File: src/rtl/pcie_rst_ack_pkg.sv
// Shared types and default parameters for the PCIe reset-acknowledge responder.
package pcie_rst_ack_pkg;

    typedef enum logic [2:0] {
        IDLE    = 3'd0,
        DRAIN   = 3'd1,
        HOLD    = 3'd2,
        ACK     = 3'd3,
        RELEASE = 3'd4
    } state_t;

    typedef enum logic {
        WARM = 1'b0,
        COLD = 1'b1
    } rst_kind_t;

    localparam int DEF_CNT_W           = 8;
    localparam int DEF_DRAIN_TIMEOUT   = 4096;
    localparam int DEF_RST_HOLD_CYCLES = 32;

endpackage

File: src/rtl/pcie_rst_ack_responder_if.sv
// Reset request/acknowledge bundle between the system reset controller and the
// PCIe subsystem responder, plus the NP traffic taps and core status.
interface pcie_rst_ack_responder_if #(
    parameter int CNT_W = 8
);
    import pcie_rst_ack_pkg::*;

    // Handshake: a request is held low until its ack goes low; the ack stays low
    // while the request is low and returns high only after release and core_ready.
    logic             cold_rst_n;
    logic             warm_rst_n;
    logic             np_req_sent;
    logic             np_cpl_rcvd;
    logic             core_ready;
    logic             cold_rst_ack_n;
    logic             warm_rst_ack_n;
    logic             core_rst;
    logic             tx_block;
    logic             drain_timeout;
    logic [CNT_W-1:0] outstanding;
    state_t           dbg_state;

    modport master (
        output cold_rst_n, warm_rst_n, np_req_sent, np_cpl_rcvd, core_ready,
        input  cold_rst_ack_n, warm_rst_ack_n, core_rst, tx_block,
        input  drain_timeout, outstanding, dbg_state
    );

    modport slave (
        input  cold_rst_n, warm_rst_n, np_req_sent, np_cpl_rcvd, core_ready,
        output cold_rst_ack_n, warm_rst_ack_n, core_rst, tx_block,
        output drain_timeout, outstanding, dbg_state
    );

endinterface

File: src/rtl/pcie_np_outstanding_cnt.sv
// Saturating up/down count of outstanding non-posted requests, with force-clear.
module pcie_np_outstanding_cnt #(
    parameter int CNT_W = 8
) (
    input  logic             clk,
    input  logic             reset,
    input  logic             i_inc,
    input  logic             i_dec,
    input  logic             i_clr,
    output logic [CNT_W-1:0] o_count
);

    localparam logic [CNT_W-1:0] MAX_CNT = {CNT_W{1'b1}};

    logic [CNT_W-1:0] r_count;

    // A simultaneous request and completion cancel out.
    always_ff @(posedge clk) begin
        if (reset || i_clr) begin
            r_count <= '0;
        end else if (i_inc && !i_dec && (r_count != MAX_CNT)) begin
            r_count <= r_count + 1'b1;
        end else if (i_dec && !i_inc && (r_count != '0)) begin
            r_count <= r_count - 1'b1;
        end
    end

    assign o_count = r_count;

endmodule

File: src/rtl/pcie_rst_ack_responder.sv
// Cold/warm reset responder: blocks new NP traffic, drains completions, holds the
// PCIe core in reset and returns active-low acks until the core is ready again.
module pcie_rst_ack_responder
    import pcie_rst_ack_pkg::*;
#(
    parameter int CNT_W           = DEF_CNT_W,
    parameter int DRAIN_TIMEOUT   = DEF_DRAIN_TIMEOUT,
    parameter int RST_HOLD_CYCLES = DEF_RST_HOLD_CYCLES
) (
    input  logic                     clk,
    input  logic                     reset,
    pcie_rst_ack_responder_if.slave  bus
);

    localparam int DT_W = $clog2(DRAIN_TIMEOUT + 1);
    localparam int HT_W = $clog2(RST_HOLD_CYCLES + 1);

    state_t           r_state;
    rst_kind_t        r_kind;
    logic [DT_W-1:0]  r_drain_cnt;
    logic [HT_W-1:0]  r_hold_cnt;
    logic             r_cold_ack_n;
    logic             r_warm_ack_n;
    logic             r_core_rst;
    logic             r_tx_block;
    logic             r_drain_to;

    logic             w_cold_req;
    logic             w_warm_req;
    logic             w_any_req;
    logic             w_drain_expired;
    logic             w_cnt_clr;
    rst_kind_t        w_kind_upd;
    logic [CNT_W-1:0] w_count;

    assign w_cold_req      = !bus.cold_rst_n;
    assign w_warm_req      = !bus.warm_rst_n;
    assign w_any_req       = w_cold_req || w_warm_req;
    assign w_drain_expired = (r_drain_cnt == DT_W'(DRAIN_TIMEOUT - 1));
    assign w_cnt_clr       = (r_state == DRAIN) && (w_count != '0) && w_drain_expired;
    // A cold request seen before ACK upgrades a warm sequence.
    assign w_kind_upd      = w_cold_req ? COLD : r_kind;

    pcie_np_outstanding_cnt #(
        .CNT_W (CNT_W)
    ) u_np_cnt (
        .clk     (clk),
        .reset   (reset),
        .i_inc   (bus.np_req_sent),
        .i_dec   (bus.np_cpl_rcvd),
        .i_clr   (w_cnt_clr),
        .o_count (w_count)
    );

    always_ff @(posedge clk) begin
        if (reset) begin
            r_state      <= IDLE;
            r_kind       <= WARM;
            r_drain_cnt  <= '0;
            r_hold_cnt   <= '0;
            r_cold_ack_n <= 1'b1;
            r_warm_ack_n <= 1'b1;
            r_core_rst   <= 1'b0;
            r_tx_block   <= 1'b0;
            r_drain_to   <= 1'b0;
        end else begin
            case (r_state)
                IDLE: begin
                    if (w_any_req) begin
                        r_state     <= DRAIN;
                        r_kind      <= w_cold_req ? COLD : WARM;
                        r_tx_block  <= 1'b1;
                        r_drain_cnt <= '0;
                    end
                end
                DRAIN: begin
                    r_kind <= w_kind_upd;
                    if (w_count == '0) begin
                        r_state    <= HOLD;
                        r_core_rst <= 1'b1;
                        r_hold_cnt <= '0;
                    end else if (w_drain_expired) begin
                        r_state    <= HOLD;
                        r_core_rst <= 1'b1;
                        r_hold_cnt <= '0;
                        r_drain_to <= 1'b1;
                    end else begin
                        r_drain_cnt <= r_drain_cnt + 1'b1;
                    end
                end
                HOLD: begin
                    r_kind <= w_kind_upd;
                    if (r_hold_cnt == HT_W'(RST_HOLD_CYCLES - 1)) begin
                        r_state      <= ACK;
                        r_cold_ack_n <= !(w_kind_upd == COLD);
                        r_warm_ack_n <= !((w_kind_upd == WARM) || w_warm_req);
                    end else begin
                        r_hold_cnt <= r_hold_cnt + 1'b1;
                    end
                end
                ACK: begin
                    // Acks are sticky here so they never drop under a held request.
                    if ((r_kind == COLD) && w_warm_req) begin
                        r_warm_ack_n <= 1'b0;
                    end
                    if (!w_any_req) begin
                        r_state    <= RELEASE;
                        r_core_rst <= 1'b0;
                    end
                end
                RELEASE: begin
                    if (w_any_req) begin
                        r_state      <= DRAIN;
                        r_kind       <= w_cold_req ? COLD : WARM;
                        r_drain_cnt  <= '0;
                        r_cold_ack_n <= 1'b1;
                        r_warm_ack_n <= 1'b1;
                    end else if (bus.core_ready) begin
                        r_state      <= IDLE;
                        r_cold_ack_n <= 1'b1;
                        r_warm_ack_n <= 1'b1;
                        r_tx_block   <= 1'b0;
                    end
                end
                default: begin
                    r_state <= IDLE;
                end
            endcase
        end
    end

    assign bus.cold_rst_ack_n = r_cold_ack_n;
    assign bus.warm_rst_ack_n = r_warm_ack_n;
    assign bus.core_rst       = r_core_rst;
    assign bus.tx_block       = r_tx_block;
    assign bus.drain_timeout  = r_drain_to;
    assign bus.outstanding    = w_count;
    assign bus.dbg_state      = r_state;

endmodule

File: src/flat_wrapper.sv
// flat-port wrapper written by rule: the top's interface ports become plain ports
module pcie_rst_ack_responder_flat import pcie_rst_ack_pkg::*;
#(
    parameter int CNT_W           = DEF_CNT_W,
    parameter int DRAIN_TIMEOUT   = DEF_DRAIN_TIMEOUT,
    parameter int RST_HOLD_CYCLES = DEF_RST_HOLD_CYCLES
)
  (clk, reset, bus_cold_rst_n, bus_warm_rst_n, bus_np_req_sent, bus_np_cpl_rcvd, bus_core_ready, bus_cold_rst_ack_n, bus_warm_rst_ack_n, bus_core_rst, bus_tx_block, bus_drain_timeout, bus_outstanding, bus_dbg_state);
  pcie_rst_ack_responder_if #(.CNT_W(CNT_W)) bus_i ();
  input  logic clk;
  input  logic reset;
  input wire logic [$bits(bus_i.cold_rst_n)-1:0] bus_cold_rst_n;
  input wire logic [$bits(bus_i.warm_rst_n)-1:0] bus_warm_rst_n;
  input wire logic [$bits(bus_i.np_req_sent)-1:0] bus_np_req_sent;
  input wire logic [$bits(bus_i.np_cpl_rcvd)-1:0] bus_np_cpl_rcvd;
  input wire logic [$bits(bus_i.core_ready)-1:0] bus_core_ready;
  output wire logic [$bits(bus_i.cold_rst_ack_n)-1:0] bus_cold_rst_ack_n;
  output wire logic [$bits(bus_i.warm_rst_ack_n)-1:0] bus_warm_rst_ack_n;
  output wire logic [$bits(bus_i.core_rst)-1:0] bus_core_rst;
  output wire logic [$bits(bus_i.tx_block)-1:0] bus_tx_block;
  output wire logic [$bits(bus_i.drain_timeout)-1:0] bus_drain_timeout;
  output wire logic [$bits(bus_i.outstanding)-1:0] bus_outstanding;
  output wire logic [$bits(bus_i.dbg_state)-1:0] bus_dbg_state;
  assign bus_i.cold_rst_n = bus_cold_rst_n;
  assign bus_i.warm_rst_n = bus_warm_rst_n;
  assign bus_i.np_req_sent = bus_np_req_sent;
  assign bus_i.np_cpl_rcvd = bus_np_cpl_rcvd;
  assign bus_i.core_ready = bus_core_ready;
  assign bus_cold_rst_ack_n = bus_i.cold_rst_ack_n;
  assign bus_warm_rst_ack_n = bus_i.warm_rst_ack_n;
  assign bus_core_rst = bus_i.core_rst;
  assign bus_tx_block = bus_i.tx_block;
  assign bus_drain_timeout = bus_i.drain_timeout;
  assign bus_outstanding = bus_i.outstanding;
  assign bus_dbg_state = bus_i.dbg_state;
  pcie_rst_ack_responder #(.CNT_W(CNT_W), .DRAIN_TIMEOUT(DRAIN_TIMEOUT), .RST_HOLD_CYCLES(RST_HOLD_CYCLES)) u_core (.clk(clk), .reset(reset), .bus(bus_i));
endmodule
File: config.mk
export PLATFORM = sky130hd
export DESIGN_NAME = pcie_rst_ack_responder_flat
export DESIGN_NICKNAME = d
export VERILOG_FILES = /design/src/rtl/pcie_rst_ack_pkg.sv /design/src/rtl/pcie_rst_ack_responder_if.sv /design/src/rtl/pcie_np_outstanding_cnt.sv /design/src/rtl/pcie_rst_ack_responder.sv /design/src/flat_wrapper.sv
export SDC_FILE = /design/constraint.sdc
export NUM_CORES = 1
export LEC_CHECK = 0
export ABC_AREA = 1
export BUFFER_PORTS_ARGS = -buffer_cell sky130_fd_sc_hd__buf_2
export CORE_MARGIN = 3
export CORE_UTILIZATION = 45
export DETAILED_ROUTE_END_ITERATION = 16
export PLACE_DENSITY = 0.7
export SLEW_MARGIN = 20
export SYNTH_ARGS = -nofsm -noshare
export SYNTH_HDL_FRONTEND = slang
export SYNTH_HIERARCHICAL = 1
export SYNTH_SLANG_ARGS = --single-unit
File: constraint.sdc
create_clock -name clk -period 1.7 [get_ports clk]
set_input_delay 0.085 -clock clk [delete_from_list [all_inputs] [get_ports clk]]
set_output_delay 0.085 -clock clk [all_outputs]
set_load 0.05 [all_outputs]
=== Word level (Yosys, flattened, before mapping) ===
Cells that the tools add are included.

* Input bits: 7
* Flip-flop bits (word level): 36
* Output and inout bits: 16
* Word-level logic and storage cells: 110

* Equal/unequal tests: 19
* Bitwise gates (word level): 2
* Reductions and logical operators: 38
* Add/sub/neg operators: 4
* Multiplexer cells: 37

{| class="wikitable"
|+ Operators by type and width
! kind !! count
|-
| two-way mux 13 bit || 3
|-
| case mux 13 bit (2 select lines) || 1
|-
| two-way mux 3 bit || 7
|-
| two-way mux 6 bit || 3
|-
| two-way mux 8 bit || 2
|-
| case mux 3 bit (5 select lines) || 1
|-
| two-way mux 1 bit || 14
|-
| nonzero test 2 bit || 7
|-
| adder 13 x 1 -> 13 bit, second input constant || 1
|-
| equality test 13 x 12 -> 1 bit, second input constant || 1
|-
| != test 2 bit, second input constant || 6
|-
| case mux 6 bit (2 select lines) || 1
|-
| AND reduction 3 bit || 4
|-
| AND reduction 4 bit || 3
|-
| adder 8 x 1 -> 8 bit, second input constant || 1
|-
| logical NOT 8 bit || 1
|-
| != test 2 x 1 -> 1 bit, second input constant || 4
|-
| != test 8 bit, second input constant || 1
|-
| case mux 1 bit (2 select lines) || 4
|-
| nonzero test 8 bit || 1
|-
| subtractor 8 x 1 -> 8 bit, second input constant || 1
|-
| logical AND 1 bit || 7
|-
| adder 6 x 1 -> 6 bit, second input constant || 1
|-
| equality test 3 x 2 -> 1 bit, second input constant || 2
|-
| 13 further kinds || 23
|}

=== Depth between registers and ports, before layout ===
Gate-level depths: netlist of run 1.

* Depth after elaboration: 6
* Gate-level depth with buffers: 14
* Mapped depth without buffers: 14

=== By module ===
Netlist of run 1, hierarchy kept.

{| class="wikitable"
|+ Modules (own cells, without submodules)
! module !! sequential area each (sq um) !! cells each !! area each (sq um) !! instances
|-
| pcie_rst_ack_responder || 560.5 || 246 || 1,722.9 || 1
|-
| pcie_np_outstanding_cnt || 160.2 || 95 || 639.4 || 1
|}

=== Least setup slack after synthesis of run 1 ===
No wires, ideal clock.

* Path kind: reg2reg
* From: reg u_core.u_np_cnt.r_count[0] (netlist: u_core/u_np_cnt/o_count[0])
* To: reg u_core.u_np_cnt.r_count[7] (netlist: u_core/u_np_cnt/o_count[7])
* Path buffers: 0
* Setup time: 0.064 ns
* Data required time: 1.636 ns
* Slack: -0.503 ns
* Cell stages (with the launch flop): 14
* Clock period less this slack: 2.203 ns
* Arrival time: 2.138 ns
* Cell sequence: dfxtp_1 > nand2_1 > nor2_1 > nand2_1 > nand2_4 > ha_1 > or2_1 > nand3_1 > nand2_1 > nand2_1 > nand2_1 > nor2_1 > nor2_1 > nor2_1

* Word-level cells in the longest chain between the ends: 4
* Elaborated cells between the ends (all ways): 12
* Classes of those cells: 2 x add/sub; 1 x eq/ne; 2 x mux; 7 x reduce/logical

{| class="wikitable"
|+ RTL lines
! element !! line !! source
|-
| from (decl) || pcie_np_outstanding_cnt.sv:15 || <nowiki>logic [CNT_W-1:0] r_count;</nowiki>
|-
| from (signal assigned) || pcie_np_outstanding_cnt.sv:22 || <nowiki>r_count <= r_count + 1'b1;</nowiki>
|-
| from (signal assigned) || pcie_np_outstanding_cnt.sv:24 || <nowiki>r_count <= r_count - 1'b1;</nowiki>
|-
| parallel branches: the longest is 4 deep, another holds subtractor 8 x 1 -> 8 bit || n/a ||
|}

Several ways; the timed one is not identified. The select of a mux whose other input is x is not followed.
A chain may end at the register's enable or synchronous reset.

=== Final worst setup path of run 1 ===
* From: reg u_core.u_np_cnt.r_count[3] (netlist: u_core/u_np_cnt/o_count[3])
* To: reg u_core.u_np_cnt.r_count[7] (netlist: u_core/u_np_cnt/o_count[7])

Same word-level chain as after synthesis.

==> qor.yml, run 1 <==
run_status:
  status: "complete, but fails checks"
  failed_checks: "setup timing"
final_layout:
  ff_latch_area_um2: 752
  finalNetCount: 402
  fill_cells: 440
  diodes: 0
  multi_input_area_mm2: 0.00164
  finalInstanceArea_mm2: 0.00301
  drive_above_1_share_pct: 33.6
  area_growth_pct: 27.3
worst_setup_path:
  crit_buf_inv: 1
  slowest_delay_ps: 360
  arrival_ps: 2030
  worstSetupStartpointType: "flop"
  path_class: "reg2reg"
  crit_required_ps: 1920
  path_cells: "nand2_4 > nor2_4 > nand2_2 > nand2_4 > buf_12 > ha_4 > or2_4 > nand3_2 > nand2_2 > nand2_2 > nand2_1 > nor2_1 > nor2_1 > nor2_1"
  end_kind: "flop"
  cpMaxStageDelayCell: "dfxtp_4"
  critical-path-top-delay-family: "simple AND/OR/NAND/NOR gates"
  critical_path_peak_fanout: 5
floorplanning:
  core-area_mm2: 0.00491
  die_y_um: 78.5
  die_w_um: 78.5
  start_util_pct: 48.1
  dieArea_mm2: 0.00616
  ios: 23
  row_count: 25
pwr:
  p_int_uw: 2040
  leakagePower_uw: 0.00126
  combPwrFrac_pct: 54.8
  seqPwrFrac_pct: 27.8
  clockPowerShare_pct: 17.5
  max-vdd-ir-drop_mv: 1.07
  powerDensity_mw_per_mm2: 1260
  switchingPower_uw: 1760
  power_uw: 3800
  p_sw_share_pct: 46.4
yosys:
  avgSynthCellArea_um2: 6.93
  synth_fa_ha_area_share_pct: 5.08
  yosysTopAreaCell: "dfxtp_1"
  yosysSeqAreaShare_pct: 30.5
  ys_ff_latch: 36
  synthMuxAreaShare_pct: 0
  synth.net_count: 357
  yosysTopAreaCellShare_pct: 30.5
  synth-simple-area-share_pct: 38.9
  yosysWarnings: 6
  synthFlopType: "dfxtp_1"
  netlist_top_cells_area: "dfxtp_1, nand2_1, nor2_1"
  netlist_area_mm2: 0.00236
  synth_top_family_by_area: "simple AND/OR/NAND/NOR gates"
  synth_edf_count: 0
  synthArstFlopShare_pct: 0
  synth_compound_area_share_pct: 13.2
  netlist_instances: 341
  synth_cell_types: 35
  yosys.area_share.xor_xnor_pct: 4.45
clocking:
  cts_tree: "yes"
  cts.sinks: 36
  root_buffer: "clkbuf_8"
  insertion_delay_ps: 290
  htree_levels: 2
  cts.clk_slew.worst_paths_ps: 70
  clk_path_buf_depth: 2
  cts_buffers: 5
place:
  dpl_cell_area_mm2: 0.00274
  gp_congestion: 0.924
  hpwl_mm: 3.96
  io_buffers: 22
route:
  post_drt_wl_per_cell_um: 11.9
  final_antenna_net_count: 0
  drt_pass1_iterations: 5
  detailroute.via_count: 2279
  drt_iter0_markers: 143
  vias_per_cell: 5.02
  wl_mm: 5.39
  drcViolationCount: 0
sta:
  fin_worst_skew_ps: 6.62
  setup_ws_ps: -101
  whs_ps: 14.4
  grt_setup_unrepaired: "true"
  min_period_ps: 1800
  tightest_slew_ps: 398
  finalCritPeriodShare_pct: 106
  slew_headroom_pct: 73.3
  finalSetupViolCount: 3
  max_freq_ghz: 0.555
  slew_violations: 0
  hold_violations: 0
min_path:
  holdCritPathClass: "in2reg"
global_route:
  grt_pass1_wl_mm: 9.43
  grt_max_degree: 16
  track_usage_pct: 18.9
  grt_overflow: 0
  antenna_found_initial: 0
  grt_pass1_vias: 2119
run:
  drv_cap: 0
[cells in the mapped netlist, types with 4 or more instances]
cell	n
nand2_4	4
dfxtp_1	36
ha_1	8
inv_1	25
nand3_1	29
nand2_1	82
o21ai_0	14
nand4_1	6
xor2_1	6
inv_2	5
a21oi_1	25
xnor2_1	6
nor2_1	54
nand2_2	5
a21oi_2	7
[worst register-to-register path: cells and delay by family, from the launching register on]
kind	cells	cell delay, ps
buffers and inverters	1	130
and+or+nand+nor	12	1030
adders and majority gates	1	210
DFF	1	360
[power by group through the flow]
stage               Clock (uW)  Sequential [uW]  Combinational [uW]
floorplan                    0             1380                1220
global placement             0             1060                1920
detailed placement           0             1060                1930
CTS                        686             1050                1980
global route               721             1070                2290
finish                     663             1050                2080
[state kept, by name, summed over array words and instances, names as in the netlist]
register                   count
u_core/bus.warm_rst_ack_n      1
u_core/bus.drain_timeout       1
u_core/bus.dbg_state           3
u_core/r_hold_cnt              6
u_core/bus.cold_rst_ack_n      1
u_core/r_kind                  1
u_core/u_np_cnt/o_count        8
u_core/bus.tx_block            1
u_core/bus.core_rst            1
u_core/r_drain_cnt            13
[cells by family (layout without fill, tap and decap cells)]
kind of cell	count (synthesis)	in the layout
buffers and inverters	38	84
AOI/OAI and AO/OA	52	52
DFF	36	36
xor gates and xnor gates	12	12
adders and majority gates	9	9
and+or+nand+nor	194	194
[cell type report]
class	instances	share of cell area, %
clock buffer	8	3.33
inverter	30	3.75
sequential	36	25.0
multi-input combinational	267	54.6
tap	67	2.79
timing repair buffer	46	10.5
[timing repair]
item | 4_1_cts | 5_1_grt
pin swaps | 6 | 25
buffers inserted | 3 | 0
resized for setup | 10 | 28
hold buffers | 0 | 0
endpoints found under the setup margin | 5 | 23
[layer usage]
| layer | wire (um) | part of all wire, % | GRT usage (%) | vias up |
|---|---|---|---|---|
| met3 | 230 | 4.3 | 3.90 | 7 |
| li1 | - | - | - | 1201 |
| met4 | 58 | 1.1 | 5.77 | 0 |
| met2 | 2520 | 47 | 31.7 | 48 |
| met5 | 0 | 0 | 0 | - |
| met1 | 2580 | 48 | 24.4 | 1023 |
[stage by stage]
stage	setup slack, ps	utilization (%)	cells	TNS, ps
after floorplan	-153	-	341	-422
after global placement	-65.5	55.7	443	-96.4
after detailed placement	-81.5	55.7	443	-186
after CTS	-66.1	59.3	454	-114
after global routing	-235	61.2	454	-778
final	-101	61.2	454	-208
[cell usage in the layout (no fill, tap or decap), drive strengths merged, types with 3 or more instances in the layout]
| master | count |
|---|---|
| xor2 | 6 |
| nand4 | 6 |
| nor2 | 59 |
| nand2 | 92 |
| xnor2 | 6 |
| dfxtp | 36 |
| ha | 8 |
| a21oi | 32 |
| inv | 30 |
| clkbuf | 8 |
| o21ai | 16 |
| nand3 | 32 |
| nor3 | 3 |
| buf | 46 |
[worst paths after layout]
kind	end	slack [ps]	cells past startpoint	from
worst max-delay path	u_core/u_np_cnt/o_count[7]	-100	14	u_core/u_np_cnt/o_count[3]
worst min-delay path	u_core/bus.tx_block	10	2	bus_core_ready
worst max register to register	u_core/u_np_cnt/o_count[7]	-100	14	u_core/u_np_cnt/o_count[3]
worst min register to register	u_core/bus.core_rst	470	2	u_core/bus.core_rst
Power figures use the tool's default switching activity.
==> run 2: changes to the inputs <==
--- a/config.mk
+++ b/config.mk
@@ -16,3 +16,4 @@
 export SYNTH_HDL_FRONTEND = slang
 export SYNTH_HIERARCHICAL = 1
 export SYNTH_SLANG_ARGS = --single-unit
+export TNS_END_PERCENT = 5
==> run 2 against run 1 <==
The run still ends with setup timing left. Combinational power increased by 2%. Clock power up 10%. Global-route usage up 0.69 points. Non-clock buffer count up 4. Routed wire length increased by 7.6%. Die area stayed put. Critical endpoint unchanged. Largest cell class unchanged. Clock skew is essentially flat. Critical path type unchanged. Sequential cell count did not move.
==> qor.yml, run 2 (synthesis gave the netlist of run 1 again) <==
run_status:
  status: "complete, but fails checks"
  failed_checks: "setup timing"
route:
  final_antenna_net_count: 0  # unchanged
  drt_iter0_markers: 139  # -2.8%
  drt_pass1_iterations: 4  # -1
  detailroute.via_count: 2321  # +1.8%
  vias_per_cell: 5.07  # +0.95%
  post_drt_wl_per_cell_um: 12.7  # +6.7%
  drcViolationCount: 0  # unchanged
  wl_mm: 5.80  # +7.6%
floorplanning:
  core-area_mm2: 0.00491  # unchanged
  start_util_pct: 48.1  # unchanged
  ios: 23  # unchanged
  row_count: 25  # unchanged
  die_y_um: 78.5  # unchanged
  dieArea_mm2: 0.00616  # unchanged
  die_w_um: 78.5  # unchanged
worst_setup_path:
  critical_path_peak_fanout: 8  # +3
  arrival_ps: 1960  # -70 ps
  crit_required_ps: 1930  # about the same
  cp-startpoint: "u_core/u_np_cnt/o_count[3]"
  end_kind: "flop"
  cpMaxStageDelayCell: "dfxtp_4"
  worstSetupStartpointType: "flop"
  slowest_delay_ps: 360  # about the same
  path_cells: "nand2_4 > nor2_4 > nand2_4 > nand2_8 > ha_1 > nand2_1 > nand2_2 > nand3_4 > nand2_2 > nand2_2 > nand2_1 > nor2_1 > nor2_1 > nor2_1"
  r2r-start: "u_core/u_np_cnt/o_count[3]"
  path_class: "reg2reg"
  worst-r2r-setup-slack_ps: -30  # +70 ps
pwr:
  power_uw: 3910  # +3.0%
  max-vdd-ir-drop_mv: 1.13  # +6.2%
  leakagePower_uw: 0.00129  # +2.3%
  powerDensity_mw_per_mm2: 1290  # +2.0%
min_path:
  holdCritPathClass: "in2reg"
  hold_start: "bus_cold_rst_n"
sta:
  fin_worst_skew_ps: 6.17  # -0.448 ps
  grt_setup_unrepaired: "true"
  setup_ws_ps: -32.7  # +68.5 ps
  finalSetupViolCount: 2  # -1
  tightest_slew_ps: 309  # -88.9 ps
  slew_headroom_pct: 79.3  # +6.1 points
  hold_violations: 0  # unchanged
  min_period_ps: 1730  # -68.5 ps
  max_freq_ghz: 0.577  # +4.0%
  finalCritPeriodShare_pct: 102  # -4.0 points
  slew_violations: 0  # unchanged
final_layout:
  fill_cells: 466  # +5.9%
  instances_no_fill: 458  # +0.88%
  diodes: 0  # unchanged
  regMostFlops: "u_core/r_drain_cnt"
  final_cell_mix: "nand2_1, nor2_1, dfxtp_1"
  finalNetCount: 406  # +1.0%
  drive_above_1_share_pct: 33.0  # -0.60 points
  largest_register_ffs: 13  # unchanged
  finalInstanceArea_mm2: 0.00304  # +0.96%
  mostFrequentLayoutCell: "nand2_1"
  area_growth_pct: 28.5
global_route:
  grt_overflow: 0  # unchanged
  grt_pass1_vias: 2126  # +0.33%
  track_usage_pct: 19.6  # +0.69 points
  grt_max_degree: 16  # unchanged
  antenna_found_initial: 0  # unchanged
  grt_pass1_wl_mm: 9.71  # +2.9%
place:
  dp_cells: 446  # +0.68%
  gp_congestion: 0.899  # -2.8%
  place_ws_ps: -156  # -74.4 ps
  io_buffers: 22  # unchanged
  dpl_cell_area_mm2: 0.00276  # +0.78%
  hpwl_mm: 4.33  # +9.3%
clocking:
  insertion_delay_ps: 290  # about the same
  cts_buffers: 5  # unchanged
  root_buffer: "clkbuf_8"
  cts_tree: "yes"
  htree_levels: 2  # unchanged
  cts.sinks: 36  # unchanged
  clk_path_buf_depth: 2  # unchanged
  cts.clk_slew.worst_paths_ps: 70  # about the same
run:
  drv_cap: 0  # unchanged
[run 2: repair_timing]
item                       in CTS  in global routing
setup buffers                   3                  0
hold endpoints to repair        1                  0
hold buffers                    1                  0
resized for setup              21                 16
pin swaps                      14                 17
setup endpoints to repair       5                 15
cloned                          0                  0
[run 2: final timing paths]
kind | end | cells past startpoint
max | u_core/u_np_cnt/o_count[7] | 14
max reg2reg | u_core/u_np_cnt/o_count[7] | 14
min reg2reg | u_core/bus.core_rst | 2
min | u_core/r_kind | 4
[run 2: final cells by class]
cell class	count	area, um^2	area share, %
clock buffer	5	68.8	2.27
timing repair buffer	50	335	11.0
tap	67	83.8	2.76
sequential	36	751	24.7
multi-input combinational	267	1650	54.2
clock inverter	3	37.5	1.24
inverter	30	113	3.71
[run 2: critical path, delay by kind of cell (launching register included)]
kind | cells | cell delay (ps)
adder cells (fa/ha/maj) | 1 | 240
AND/OR/NAND/NOR | 13 | 1070
flip-flops | 1 | 360
[run 2: power breakdown]
part | internal [uW] | switching, uW
Sequential | 963 | 93.3
Combinational | 702 | 1420
Clock | 427 | 303
Total | 2090 | 1820
[run 2: metal layers]
| layer | GRT usage [%] | wire (um) |
|---|---|---|
| met1 | 24.6 | 2690 |
| met2 | 34.2 | 2820 |
| met3 | 2.98 | 197 |
| met5 | 0 | 0 |
| met4 | 6.47 | 97 |
[run 2: per-stage QoR]
stage / hold slack [ps] / TNS, ps / util [%]
after floorplan: 201 / -426 / -
after global placement: 307 / -328 / 56.2
after detailed placement: 315 / -382 / 56.2
after CTS: 114 / -39.8 / 60.7
after global routing: 141 / -425 / 61.8
final: 120 / -50.0 / 61.8
==> run 3: changes to the inputs <==
--- a/config.mk
+++ b/config.mk
@@ -7,6 +7,7 @@
 export LEC_CHECK = 0
 export ABC_AREA = 1
 export BUFFER_PORTS_ARGS = -buffer_cell sky130_fd_sc_hd__buf_2
+export CORE_ASPECT_RATIO = 1.1
 export CORE_MARGIN = 3
 export CORE_UTILIZATION = 45
 export DETAILED_ROUTE_END_ITERATION = 16
==> run 3 against run 2 <==
The run still ends with setup timing left. Sequential power hardly changed. Critical path depth is 1 lower. Highest routed layer unchanged. Largest cell class unchanged. First-iteration DRC count fell by 19%. Die area barely moved. Cell count decreased by 2.0%. Largest power group unchanged. Critical path type unchanged.
==> qor.yml, run 3 (synthesis gave the netlist of run 1 again) <==
place:
  hpwl_mm: 4.06  # -6.1%
  io_buffers: 22  # unchanged
  place_ws_ps: -126  # +30.2 ps
  dpl_cell_area_mm2: 0.00275  # -0.41%
  gp_congestion: 0.868  # -3.5%
worst_setup_path:
  critical-path-top-delay-family: "simple AND/OR/NAND/NOR gates"
  crit_end: "u_core/u_np_cnt/o_count[7]"
  cp-startpoint: "u_core/u_np_cnt/o_count[1]"
  r2r_cells: 13  # -1
  crit_required_ps: 1930  # about the same
  slowest_delay_ps: 350  # about the same
  cp_common_cell: "nand2_2"
  crit_buf_inv: 0  # unchanged
  worst-r2r-setup-slack_ps: -80  # -40 ps
  arrival_ps: 2010  # +50 ps
  critical_path_peak_fanout: 5  # -3
  r2r-start: "u_core/u_np_cnt/o_count[1]"
  path_class: "reg2reg"
  end_kind: "flop"
  regToRegEndpoint: "u_core/u_np_cnt/o_count[7]"
  worstSetupStartpointType: "flop"
  cpMaxStageDelayCell: "dfxtp_4"
  path_depth: 13  # -1
  path_cells: "nand2_2 > nor2_2 > nand2_2 > nand2_4 > ha_4 > or2_4 > nand3_4 > nand2_2 > nand2_2 > nand2_1 > nor2_1 > nor2_1 > nor2_1"
floorplanning:
  ios: 23  # unchanged
  die_w_um: 75.1  # -4.3%
  core-area_mm2: 0.00503  # +2.5%
  start_util_pct: 46.9  # -1.2 points
  die_y_um: 82.0  # +4.5%
  dieArea_mm2: 0.00616  # about the same
  row_count: 27  # +8.0%
run_status:
  status: "complete, but fails checks"
  failed_checks: "setup timing"
route:
  wl_mm: 5.46  # -5.8%
  vias_per_cell: 5.19  # +2.4%
  drcViolationCount: 0  # unchanged
  post_drt_wl_per_cell_um: 12.2  # -4.0%
  drt_iter0_markers: 113  # -19%
  drt_pass1_iterations: 4  # unchanged
  detailroute.via_count: 2330  # +0.39%
  final_antenna_net_count: 0  # unchanged
sta:
  min_period_ps: 1780  # +44.4 ps
  tightest_slew_ps: 368  # +59.0 ps
  finalCritPeriodShare_pct: 105  # +2.6 points
  hold_violations: 0  # unchanged
  setup_ws_ps: -77.1  # -44.4 ps
  fin_worst_skew_ps: 3.17  # -3.00 ps
  final.setup.tns_ps: -182  # -132 ps
  finalSetupViolCount: 3  # +1
  slew_headroom_pct: 75.4  # -3.9 points
  slew_violations: 0  # unchanged
  max_freq_ghz: 0.563  # -2.5%
  grt_setup_unrepaired: "true"
  whs_ps: 14.1  # -106 ps
global_route:
  grt_pass1_vias: 2184  # +2.7%
  grt_pass1_wl_mm: 9.34  # -3.8%
  track_usage_pct: 19.3  # -0.27 points
  grt_overflow: 0  # unchanged
  antenna_found_initial: 0  # unchanged
  grt_max_degree: 17  # +1
final_layout:
  finalInstanceArea_mm2: 0.00298  # -1.8%
  fill_cells: 479  # +2.8%
  regMostFlops: "u_core/r_drain_cnt"
  final_cell_mix: "nand2_1, nor2_1, nand3_1, dfxtp_1, buf_4"
  area_growth_pct: 26.2
  largest_register_ffs: 13  # unchanged
  mostFrequentLayoutCell: "nand2_1"
  drive_above_1_share_pct: 33.0  # unchanged
  diodes: 0  # unchanged
  finalNetCount: 406  # unchanged
clocking:
  root_buffer: "clkbuf_8"
  cts.sinks: 36  # unchanged
  cts_buffers: 5  # unchanged
  clk_path_buf_depth: 2  # unchanged
  cts_tree: "yes"
  cts.clk_slew.worst_paths_ps: 70  # about the same
  htree_levels: 2  # unchanged
  insertion_delay_ps: 290  # about the same
run:
  drv_cap: 0  # unchanged
pwr:
  leakagePower_uw: 0.00125  # -2.7%
  powerDensity_mw_per_mm2: 1260  # -1.9%
  max-vdd-ir-drop_mv: 0.850  # -25%
min_path:
  holdCritPathClass: "in2reg"
==> run 3: changes by cell type in the layout (fill, tap and decap cells not counted), moves of 2 or more <==
cell      previous run  this run
nand3_1             26        28
nand3_2              3         1
nand2_2             15        17
clkinv_2             0         2
clkinv_1             2         0
==> run 3: power by group <==
part           switching, uW  internal (uW)  total, uW
clock network            319            285        604
registers               86.0            962       1050
logic                   1400            719       2120
==> run 3: how the worst min path moves through the flow <==
stage | from | endpoint | slack [ps] | cells after the start
floorplan | bus_core_ready | u_core/bus.tx_block | 200 | 1
global placement | bus_core_ready | u_core/bus.tx_block | 300 | 2
detailed placement | bus_core_ready | u_core/bus.tx_block | 310 | 2
CTS | bus_core_ready | u_core/bus.tx_block | 3 | 2
global route | bus_core_ready | u_core/bus.tx_block | 7 | 2
finish | bus_core_ready | u_core/bus.tx_block | 10 | 2
==> run 3: area by class of cell <==
class | count | area (um^2) | share of cell area (%)
Clock buffer | 5 | 68.8 | 2.31
Multi-Input combinational cell | 268 | 1630 | 54.7
Timing Repair Buffer | 49 | 325 | 10.9
Clock inverter | 3 | 18.8 | 0.630
Tap cell | 58 | 72.6 | 2.43
Sequential cell | 36 | 751 | 25.2
Inverter | 30 | 113 | 3.78
==> run 3: per-stage QoR <==
| stage | cells | power [uW] | util [%] |
|---|---|---|---|
| global route | 449 | 4040 | 59.2 |
| detailed placement | 437 | 3050 | 54.6 |
| floorplan | 341 | 2600 | - |
| CTS | 449 | 3730 | 58.1 |
| finish | 449 | 3770 | 59.2 |
| global placement | 437 | 3030 | 54.6 |
==> run 3: worst register-to-register path, stage by stage, from the launching register on <==
cell and delay (ps):
dfxtp_4 350, nand2_2 50, nor2_2 120, nand2_2 90, nand2_4 160, ha_4 230, or2_4 240, nand3_4 80
nand2_2 70, nand2_2 70, nand2_1 40, nor2_1 90, nor2_1 50, nor2_1 80
==> run 3: repair_timing <==
item	in CTS	in global routing
hold buffers	0	0
setup buffers	3	0
pin swaps	10	16
setup endpoints to repair	5	9
gates cloned	1	0
gates resized for setup	16	14
==> run 3: routing by layer <==
layer,track usage (%),vias up,part of all wire [%]
li1,-,1209,-
met1,23.9,1058,46
met2,33.3,59,49
met3,3.67,4,3.9
met4,6.41,0,0.81
met5,0,-,0
